===== src/rtl/clock_div_pkg.sv =====
// Shared definitions for the clock-enable sequencer: FSM state encoding and
// sizing of the per-channel lock counter.
package clock_div_pkg;

   typedef enum logic [1:0] {
      ST_HOLD,
      ST_LOAD,
      ST_SETTLE,
      ST_RUN
   } state_t;

   // The lock counter must be able to hold the saturated value itself.
   function automatic int lock_cnt_w(input int periods);
      return (periods < 1) ? 1 : $clog2(periods + 1);
   endfunction

endpackage


===== src/rtl/clock_div_channel.sv =====
// One divider channel: period counter, enable strobe, square wave and a
// saturating count of completed periods that drives the locked flag.
module clock_div_channel
   import clock_div_pkg::*;
#(
   parameter int DIV_W        = 5,
   parameter int LOCK_PERIODS = 4
) (
   input  logic             clk,
   input  logic             rst_n,
   input  logic [DIV_W-1:0] ratio,
   input  logic             load,
   input  logic             run_en,
   output logic             en,
   output logic             div,
   output logic             locked
);

   localparam int            LW       = lock_cnt_w(LOCK_PERIODS);
   localparam logic [LW-1:0] LOCK_MAX = LW'(LOCK_PERIODS);

   logic [DIV_W-1:0] cnt;
   logic [LW-1:0]    lock_cnt;
   logic             ratio_off;
   logic             at_wrap;

   assign ratio_off = (ratio == '0);
   assign at_wrap   = (cnt == ratio - DIV_W'(1));

   // NOTE: state registers use non-blocking assignments so every flop samples
   // the pre-edge values, independent of statement order.
   always_ff @(posedge clk or negedge rst_n) begin
      if (!rst_n) begin
         cnt      <= '0;
         lock_cnt <= '0;
      end else if (load) begin
         cnt      <= '0;
         lock_cnt <= '0;
      end else if (run_en && !ratio_off) begin
         cnt <= at_wrap ? '0 : cnt + DIV_W'(1);
         if (at_wrap && (lock_cnt != LOCK_MAX))
            lock_cnt <= lock_cnt + LW'(1);
      end
   end

   // Ratio 1 wraps every cycle, so it strobes constantly and its half-period is 0.
   assign en     = run_en && !ratio_off && at_wrap;
   assign div    = run_en && (cnt < (ratio >> 1));
   assign locked = run_en && (ratio_off || (lock_cnt == LOCK_MAX));

endmodule


===== src/rtl/clock_div_sequencer.sv =====
// Multi-channel clock-enable generator with startup reset sequencing, a
// ratio-load handshake and a global ready derived from per-channel lock.
module clock_div_sequencer
   import clock_div_pkg::*;
#(
   parameter int NUM_CH       = 2,
   parameter int DIV_W        = 5,
   parameter int RST_CYCLES   = 32768,
   parameter int LOCK_PERIODS = 4
) (
   input  logic                    MASTER_CLOCK_O,
   input  logic                    RESETN_I,
   input  logic [NUM_CH*DIV_W-1:0] DIV_RATIO_I,
   input  logic                    DIV_REQ_I,
   output logic                    DIV_ACK_O,
   output logic                    SUB_RESET_O,
   output logic [NUM_CH-1:0]       CLK_EN_O,
   output logic [NUM_CH-1:0]       CLK_DIV_O,
   output logic [NUM_CH-1:0]       CH_LOCKED_O,
   output logic                    CLOCK_READY_O
);

   localparam int             RCW      = $clog2(RST_CYCLES);
   localparam logic [RCW-1:0] RST_LAST = RCW'(RST_CYCLES - 1);

   state_t                  state;
   state_t                  state_nxt;
   logic [RCW-1:0]          rst_cnt;
   logic [NUM_CH*DIV_W-1:0] ratio_q;
   logic [NUM_CH-1:0]       locked;
   logic                    load_d;
   logic                    req_valid;
   logic                    load;
   logic                    run_en;

   always_ff @(posedge MASTER_CLOCK_O or negedge RESETN_I) begin
      if (!RESETN_I) state <= ST_HOLD;
      else           state <= state_nxt;
   end

   // A request still high in the cycle right after the ack is the old one.
   assign req_valid = DIV_REQ_I && !load_d;

   always_comb begin
      // NOTE: default first, so every path assigns state_nxt and no latch is inferred.
      state_nxt = state;
      unique case (state)
         ST_HOLD:   if (rst_cnt == RST_LAST) state_nxt = ST_LOAD;
         ST_LOAD:   state_nxt = ST_SETTLE;
         ST_SETTLE: begin
            if (req_valid)    state_nxt = ST_LOAD;
            else if (&locked) state_nxt = ST_RUN;
         end
         ST_RUN:    if (req_valid) state_nxt = ST_LOAD;
         default:   state_nxt = ST_HOLD;
      endcase
   end

   always_comb begin
      SUB_RESET_O   = (state == ST_HOLD);
      load          = (state == ST_LOAD);
      DIV_ACK_O     = load;
      run_en        = (state == ST_SETTLE) || (state == ST_RUN);
      CLOCK_READY_O = (state == ST_RUN) && (&locked);
   end

   // NOTE: the ratio bank is an ordinary register array, so it takes the async
   // reset like the rest of the state rather than being left uninitialised.
   always_ff @(posedge MASTER_CLOCK_O or negedge RESETN_I) begin
      if (!RESETN_I) begin
         rst_cnt <= '0;
         ratio_q <= '0;
         load_d  <= 1'b0;
      end else begin
         if (state == ST_HOLD) rst_cnt <= rst_cnt + RCW'(1);
         if (load)             ratio_q <= DIV_RATIO_I;
         load_d <= load;
      end
   end

   for (genvar k = 0; k < NUM_CH; k++) begin : g_ch
      clock_div_channel #(
         .DIV_W        (DIV_W),
         .LOCK_PERIODS (LOCK_PERIODS)
      ) u_ch (
         .clk    (MASTER_CLOCK_O),
         .rst_n  (RESETN_I),
         .ratio  (ratio_q[k*DIV_W +: DIV_W]),
         .load   (load),
         .run_en (run_en),
         .en     (CLK_EN_O[k]),
         .div    (CLK_DIV_O[k]),
         .locked (locked[k])
      );
   end

   assign CH_LOCKED_O = locked;

endmodule


===== config.mk =====
export PLATFORM = sky130hd
export DESIGN_NAME = clock_div_sequencer
export DESIGN_NICKNAME = d
export VERILOG_FILES = /design/src/rtl/clock_div_pkg.sv /design/src/rtl/clock_div_channel.sv /design/src/rtl/clock_div_sequencer.sv
export SDC_FILE = /design/constraint.sdc
export NUM_CORES = 1
export LEC_CHECK = 0
export CORE_MARGIN = 2
export CORE_UTILIZATION = 68
export CTS_CLUSTER_SIZE = 20
export DETAILED_ROUTE_END_ITERATION = 16
export DONT_BUFFER_PORTS = 1
export PLACE_DENSITY_LB_ADDON = 0.1
export REMOVE_ABC_BUFFERS = 1
export SYNTH_ARGS = -nofsm -noshare
export SYNTH_HDL_FRONTEND = slang
export SYNTH_SLANG_ARGS = --single-unit

===== constraint.sdc =====
create_clock -name MASTER_CLOCK_O -period 3.6 [get_ports MASTER_CLOCK_O]
set_input_delay 0.72 -clock MASTER_CLOCK_O [delete_from_list [all_inputs] [get_ports MASTER_CLOCK_O]]
set_output_delay 0.72 -clock MASTER_CLOCK_O [all_outputs]
set_load 0.02 [all_outputs]

; ---- After elaboration in Yosys (flattened, before gate mapping)
; Cells that the tools add are included.
[word_totals]
regBits = 44
latch_bits = 0
mem_bits_rw = 0
mem_bits_ro = 0
in_bits = 13
output_inout_bits = 9
word_cells = 76
n_memories = 0
[classes]
add_sub_neg = 7
n_mul = 0
n_div = 0
magnitude_cmp = 2
eq_ne = 13
n_shift = 0
mux = 17
bitwise_logic = 0
n_reduce_logical = 29
[ops]
columns = cell, count
row1 = two-way mux 5 bit, 6
row2 = two-way mux 3 bit, 6
row3 = adder 15 x 1 -> 15 bit (second input constant), 1
row4 = equality test 15 bit (second input constant), 1
row5 = logical AND 1 bit, 12
row6 = adder 5 x 1 -> 5 bit (second input constant), 2
row7 = equality test 5 bit, 2
row8 = zero test 5 bit, 2
row9 = < comparator 5 x 4 -> 1 bit, 2
row10 = subtractor 5 x 1 -> 5 bit (second input constant), 2
row11 = two-way mux 2 bit, 4
row12 = one-hot mux 2 bit (4 select lines), 1
row13 = nonzero test 2 bit, 4
row14 = adder 3 x 1 -> 3 bit (second input constant), 2
row15 = equality test 3 bit (second input constant), 2
row16 = inequality test 3 bit (second input constant), 2
row17 = AND reduction 2 bit, 3
row18 = equality test 2 bit (second input constant), 2
row19 = zero test 1 bit, 3
row20 = logical OR 1 bit, 3
row21 = inequality test 3 x 2 -> 1 bit (second input constant), 1
row22 = AND reduction 3 bit, 1
row23 = equality test 2 x 1 -> 1 bit (second input constant), 1
row24 = zero test 2 bit, 1
row25 = 2 further kinds, 2

; ---- Longest topological paths before layout
[depth]
ltp_word = 7
depth_mapped = 8
depth_no_buf = 7

; ---- Cells and area by module
; A second synthesis with hierarchy kept.
[unflattened]
hier_cells = 246
hier_area_um2 = 2660.1
[by_module_without_submodules]
columns = mod, n_inst, cells_each, area_each_um2, seq_area_each_um2
row1 = clock_div_channel, 2, 75, 711.9, 200.2
row2 = clock_div_sequencer, 1, 96, 1236.2, 700.7

; ---- Least setup slack after synthesis
; Ideal clock, no wire load.
[synth_path]
kind = register to output
from = register ratio_q[0]
to = output port CLK_EN_O[0]
t_arrival_ns = 1.736
t_required_ns = 2.880
path_slack_ns = 1.144
path_stages_with_launch = 8
n_path_buf = 1
cell_sequence = dfrtp_1 > inv_1 > ha_1 > nor3b_2 > xnor2_1 > nor4_4 > nor3b_1 > buf_4
[synth_between]
elab_chain_len = 4
word_cells_on_any_way = 6
cone_classes = add/sub: 1 / eq/ne: 1 / reduce/logical: 4
[synth_lines]
columns = element, line
row1 = start: declaration, clock_div_sequencer.sv:29  ; logic [NUM_CH*DIV_W-1:0] ratio_q;
row2 = start signal: assignment, clock_div_sequencer.sv:72  ; ratio_q <= '0;
row3 = start signal: assignment, clock_div_sequencer.sv:76  ; if (load) ratio_q <= DIV_RATIO_I;
row4 = "parallel branches: the longest is 3 deep, another holds subtractor 5 x 1 -> 5 bit", n/a
row5 = logical AND 1 bit (*), clock_div_channel.sv:47  ; assign en = run_en && !ratio_off && at_wrap;
row6 = end: declaration, clock_div_sequencer.sv:17  ; output logic [NUM_CH-1:0] CLK_EN_O,
; Every way passes the cells marked *.

; ---- Final worst setup path
; Same ends and word-level chain as after synthesis.

==> impl_metrics.py <==
metrics = {
    "run_status": {
        "status": "complete, no violations",
    },
    "placed_design": {
        "place_ws_ns": 0.8268,
        "dpl-instance-area_um2": 2749,
        "dp_hpwl_um": 3676,
        "io_buffers": 0,
        "dp_cells": 322,
        "routabilityCongestion": 0.8582,
    },
    "critical_path": {
        "timing.rr.end": "g_ch[1].u_ch.lock_cnt[0]$_DFFE_PN0P_",
        "crit_chain": "inv_1 > ha_1 > nor3b_2 > xnor2_1 > nor4_4 > buf_4 > nor3b_1",
        "start_kind": "register",
        "reg2reg_depth": 7,
        "r2r_slack_ns": 1.45,
        "cp.arrival_ns": 2.39,
        "crit_required_ns": 2.88,
        "crit_type": "reg2out",
        "r2r_start": "ratio_q[5]$_DFFE_PN0P_",
        "slowest_stage": "nor3b_1",
        "max_stage_delay_ns": 0.56,
        "cp_max_fo": 9,
        "end_kind": "output pin",
    },
    "clock_tree": {
        "clk_latency_ns": 0.30,
        "cts_hold_buffers": 0,
        "cts_buffers": 5,
        "clock_sinks": 44,
        "path_clk_slew_ns": 0.09,
        "h-tree-depth": 2,
        "cts.repair.resized": 0,
        "cts_tree": "done",
        "cts_root_buf": "clkbuf_8",
        "cts_max_path_buffers": 2,
        "post-cts-setup-buffers": 0,
    },
    "final_layout": {
        "nFillCells": 292,
        "final_area_um2": 2870,
        "drive_gt1_share_pct": 11.07,
        "num_antenna_cells": 0,
        "nNetsFinal": 312,
        "final_cells": 330,
        "syn2layout_area_growth_pct": 5.133,
    },
    "detailed_routing": {
        "drc": 0,
        "drtAntennaViolNets": 0,
        "first_pass_iters": 4,
        "vias": 1945,
        "wirelength_um": 5173,
        "post_drt_wl_per_cell_um": 15.68,
        "drt_iter0_drc": 103,
        "vias_per_cell": 5.894,
    },
    "synthesis": {
        "syn_area_um2": 2730,
        "yosysWarnings": 0,
        "synth_cells": 280,
        "yosysTopAreaCellShare_pct": 40.33,
        "yosysMostFrequentCell": "dfrtp_1",
        "seq_area_frac_synth_pct": 40.33,
        "synth_edf_count": 0,
        "avgSynthCellArea_um2": 9.750,
        "synth.area.top_cells": "dfrtp_1, ha_1, xnor2_1",
        "synth_common_cells": "dfrtp_1, nand2_1, ha_1, xnor2_1, inv_1",
        "synth_ff_type": "dfrtp_1",
        "synthArstFlopShare_pct": 100.0,
        "synth_cell_types": 50,
        "ys_ff_latch": 44,
        "synth_top_cell_by_area": "dfrtp_1",
    },
    "sta": {
        "tightestPinTransition_ns": 0.6514,
        "period_share_pct": 86.26,
        "fin_ws_ns": 0.4945,
        "fmax_ghz": 0.3220,
        "layout_min_cycle_time_ns": 3.105,
        "maxSlewViolCount": 0,
        "rsz0062_at_grt": "false",
        "hold_viol_final": 0,
        "skew_ns": 0.01421,
        "tns_ns": 0,
        "max_slew_margin_pct": 56.48,
        "setup_viol": 0,
    },
    "grt": {
        "grt_use_met1_pct": 34.12,
        "overflow": 0,
        "top_usage_layer": "met2",
        "grtUsageMet3_pct": 5.167,
        "track_usage_pct": 24.69,
        "grt_max_degree": 45,
        "grt_first_pass_wirelength_um": 8355,
        "grt_pass1_vias": 1853,
        "antenna_found_initial": 0,
        "met2_usage_pct": 38.37,
    },
    "floorplan": {
        "floorplan.die.height_um": 67.37,
        "io_pins": 22,
        "core_area_um2": 3943,
        "fp.dieW_um": 67.37,
        "die_area_um2": 4538,
        "initial_core_util_pct": 69.25,
        "rows": 23,
    },
    "worst_hold_path": {
        "hold_class": "in2async",
    },
    "power": {
        "p_leak_nw": 1.308,
        "finalPower_w": 0.002502,
        "cellPowerDensity_nw_per_um2": 871.8,
        "ir_worst_vdd_v": 0.0004831,
    },
    "job": {
        "cap_viol_max_count": 0,
    },
}
## through the flow
step	hold WS, ns	utilization [%]
after CTS	0.09650	72.80
after detailed placement	0.4255	69.72
after floorplan	0.4244	-
final	0.09919	72.80
after global routing	0.08104	72.80
after global placement	0.4254	69.72
## logic make-up (layout without fill, tap and decap cells)
group | after synthesis | count (layout) | synth area share [%]
AND/OR/NAND/NOR | 101 | 101 | 20.85
AO/OA/AOI/OAI | 52 | 52 | 13.47
flip-flops | 44 | 44 | 40.33
buffers and inverters | 31 | 31 | 5.545
XOR/XNOR | 27 | 27 | 8.662
adder cells (fa/ha/maj) | 20 | 20 | 9.166
multiplexers | 5 | 5 | 1.971
## area by class of cell
cell class | instances | area [µm²] | area share [%]
repair buffers | 5 | 37.54 | 1.308
clock inverters | 2 | 38.79 | 1.351
well taps | 50 | 62.56 | 2.180
inverters | 18 | 67.56 | 2.354
clock buffers | 6 | 82.58 | 2.877
flip-flops and latches | 44 | 1101 | 38.36
multi-input cells | 205 | 1480 | 51.57
## state kept, by name (all words and copies together) (netlist names)
| signal | flops |
|---|---|
| state | 2 |
| g_ch.u_ch.cnt | 10 |
| rst_cnt | 15 |
| load_d | 1 |
| ratio_q | 10 |
| g_ch.u_ch.lock_cnt | 6 |
## how the worst max path moves through the flow
stage                                 from            to
global placement    ratio_q[0]$_DFFE_PN0P_   CLK_EN_O[0]
detailed placement  ratio_q[0]$_DFFE_PN0P_   CLK_EN_O[0]
global route        ratio_q[5]$_DFFE_PN0P_   CLK_EN_O[1]
floorplan           ratio_q[7]$_DFFE_PN0P_  CLK_DIV_O[1]
CTS                 ratio_q[0]$_DFFE_PN0P_   CLK_EN_O[0]
finish              ratio_q[0]$_DFFE_PN0P_   CLK_EN_O[0]
## routing by layer
metal	wire [µm]	part of all wire, %
met2	2380	46
met1	2550	49
met5	0	0
met3	178	3.4
met4	63	1.2
## critical path: cells and delay by family (launching register included)
family	cells	cell delay [ns]
xor gates and xnor gates	1	0.17
adders and majority gates	1	0.23
buffers and inverters	2	0.27
and+or+nand+nor	3	1.01
DFF	1	0.40
## power breakdown
part           internal, W  total, W  leakage [nW]  switching [W]
registers         0.000650  0.000849         0.574       0.000198
logic             0.000520   0.00125         0.672       0.000732
clock network     0.000227  0.000402        0.0614       0.000175
total              0.00140   0.00250          1.31        0.00111
## placed cells by master, fill, tap and decap left out, types with 2 or more instances in the layout
| master | count |
|---|---|
| xnor2_1 | 19 |
| nor2b_1 | 2 |
| o21ai_0 | 12 |
| nand4_1 | 5 |
| nor3_1 | 8 |
| nand2_1 | 38 |
| o211ai_1 | 2 |
| and4_1 | 2 |
| mux2_2 | 3 |
| nand2b_1 | 5 |
| nor3b_1 | 2 |
| and4b_1 | 2 |
| dfrtp_1 | 44 |
| a41oi_1 | 2 |
| a211o_1 | 2 |
| a21o_1 | 4 |
| a21oi_2 | 2 |
| nand3_1 | 10 |
| xor2_1 | 8 |
| nor3b_2 | 2 |
| a21oi_1 | 8 |
| clkbuf_8 | 6 |
| o21ai_2 | 4 |
| a2111oi_1 | 2 |
| nor2_1 | 11 |
| and3_1 | 3 |
| mux2i_1 | 2 |
| and2_1 | 2 |
| nor3_2 | 2 |
| buf_4 | 5 |
| o31ai_1 | 6 |
| inv_1 | 18 |
| ha_1 | 20 |
(Power assumes the default switching activity.)
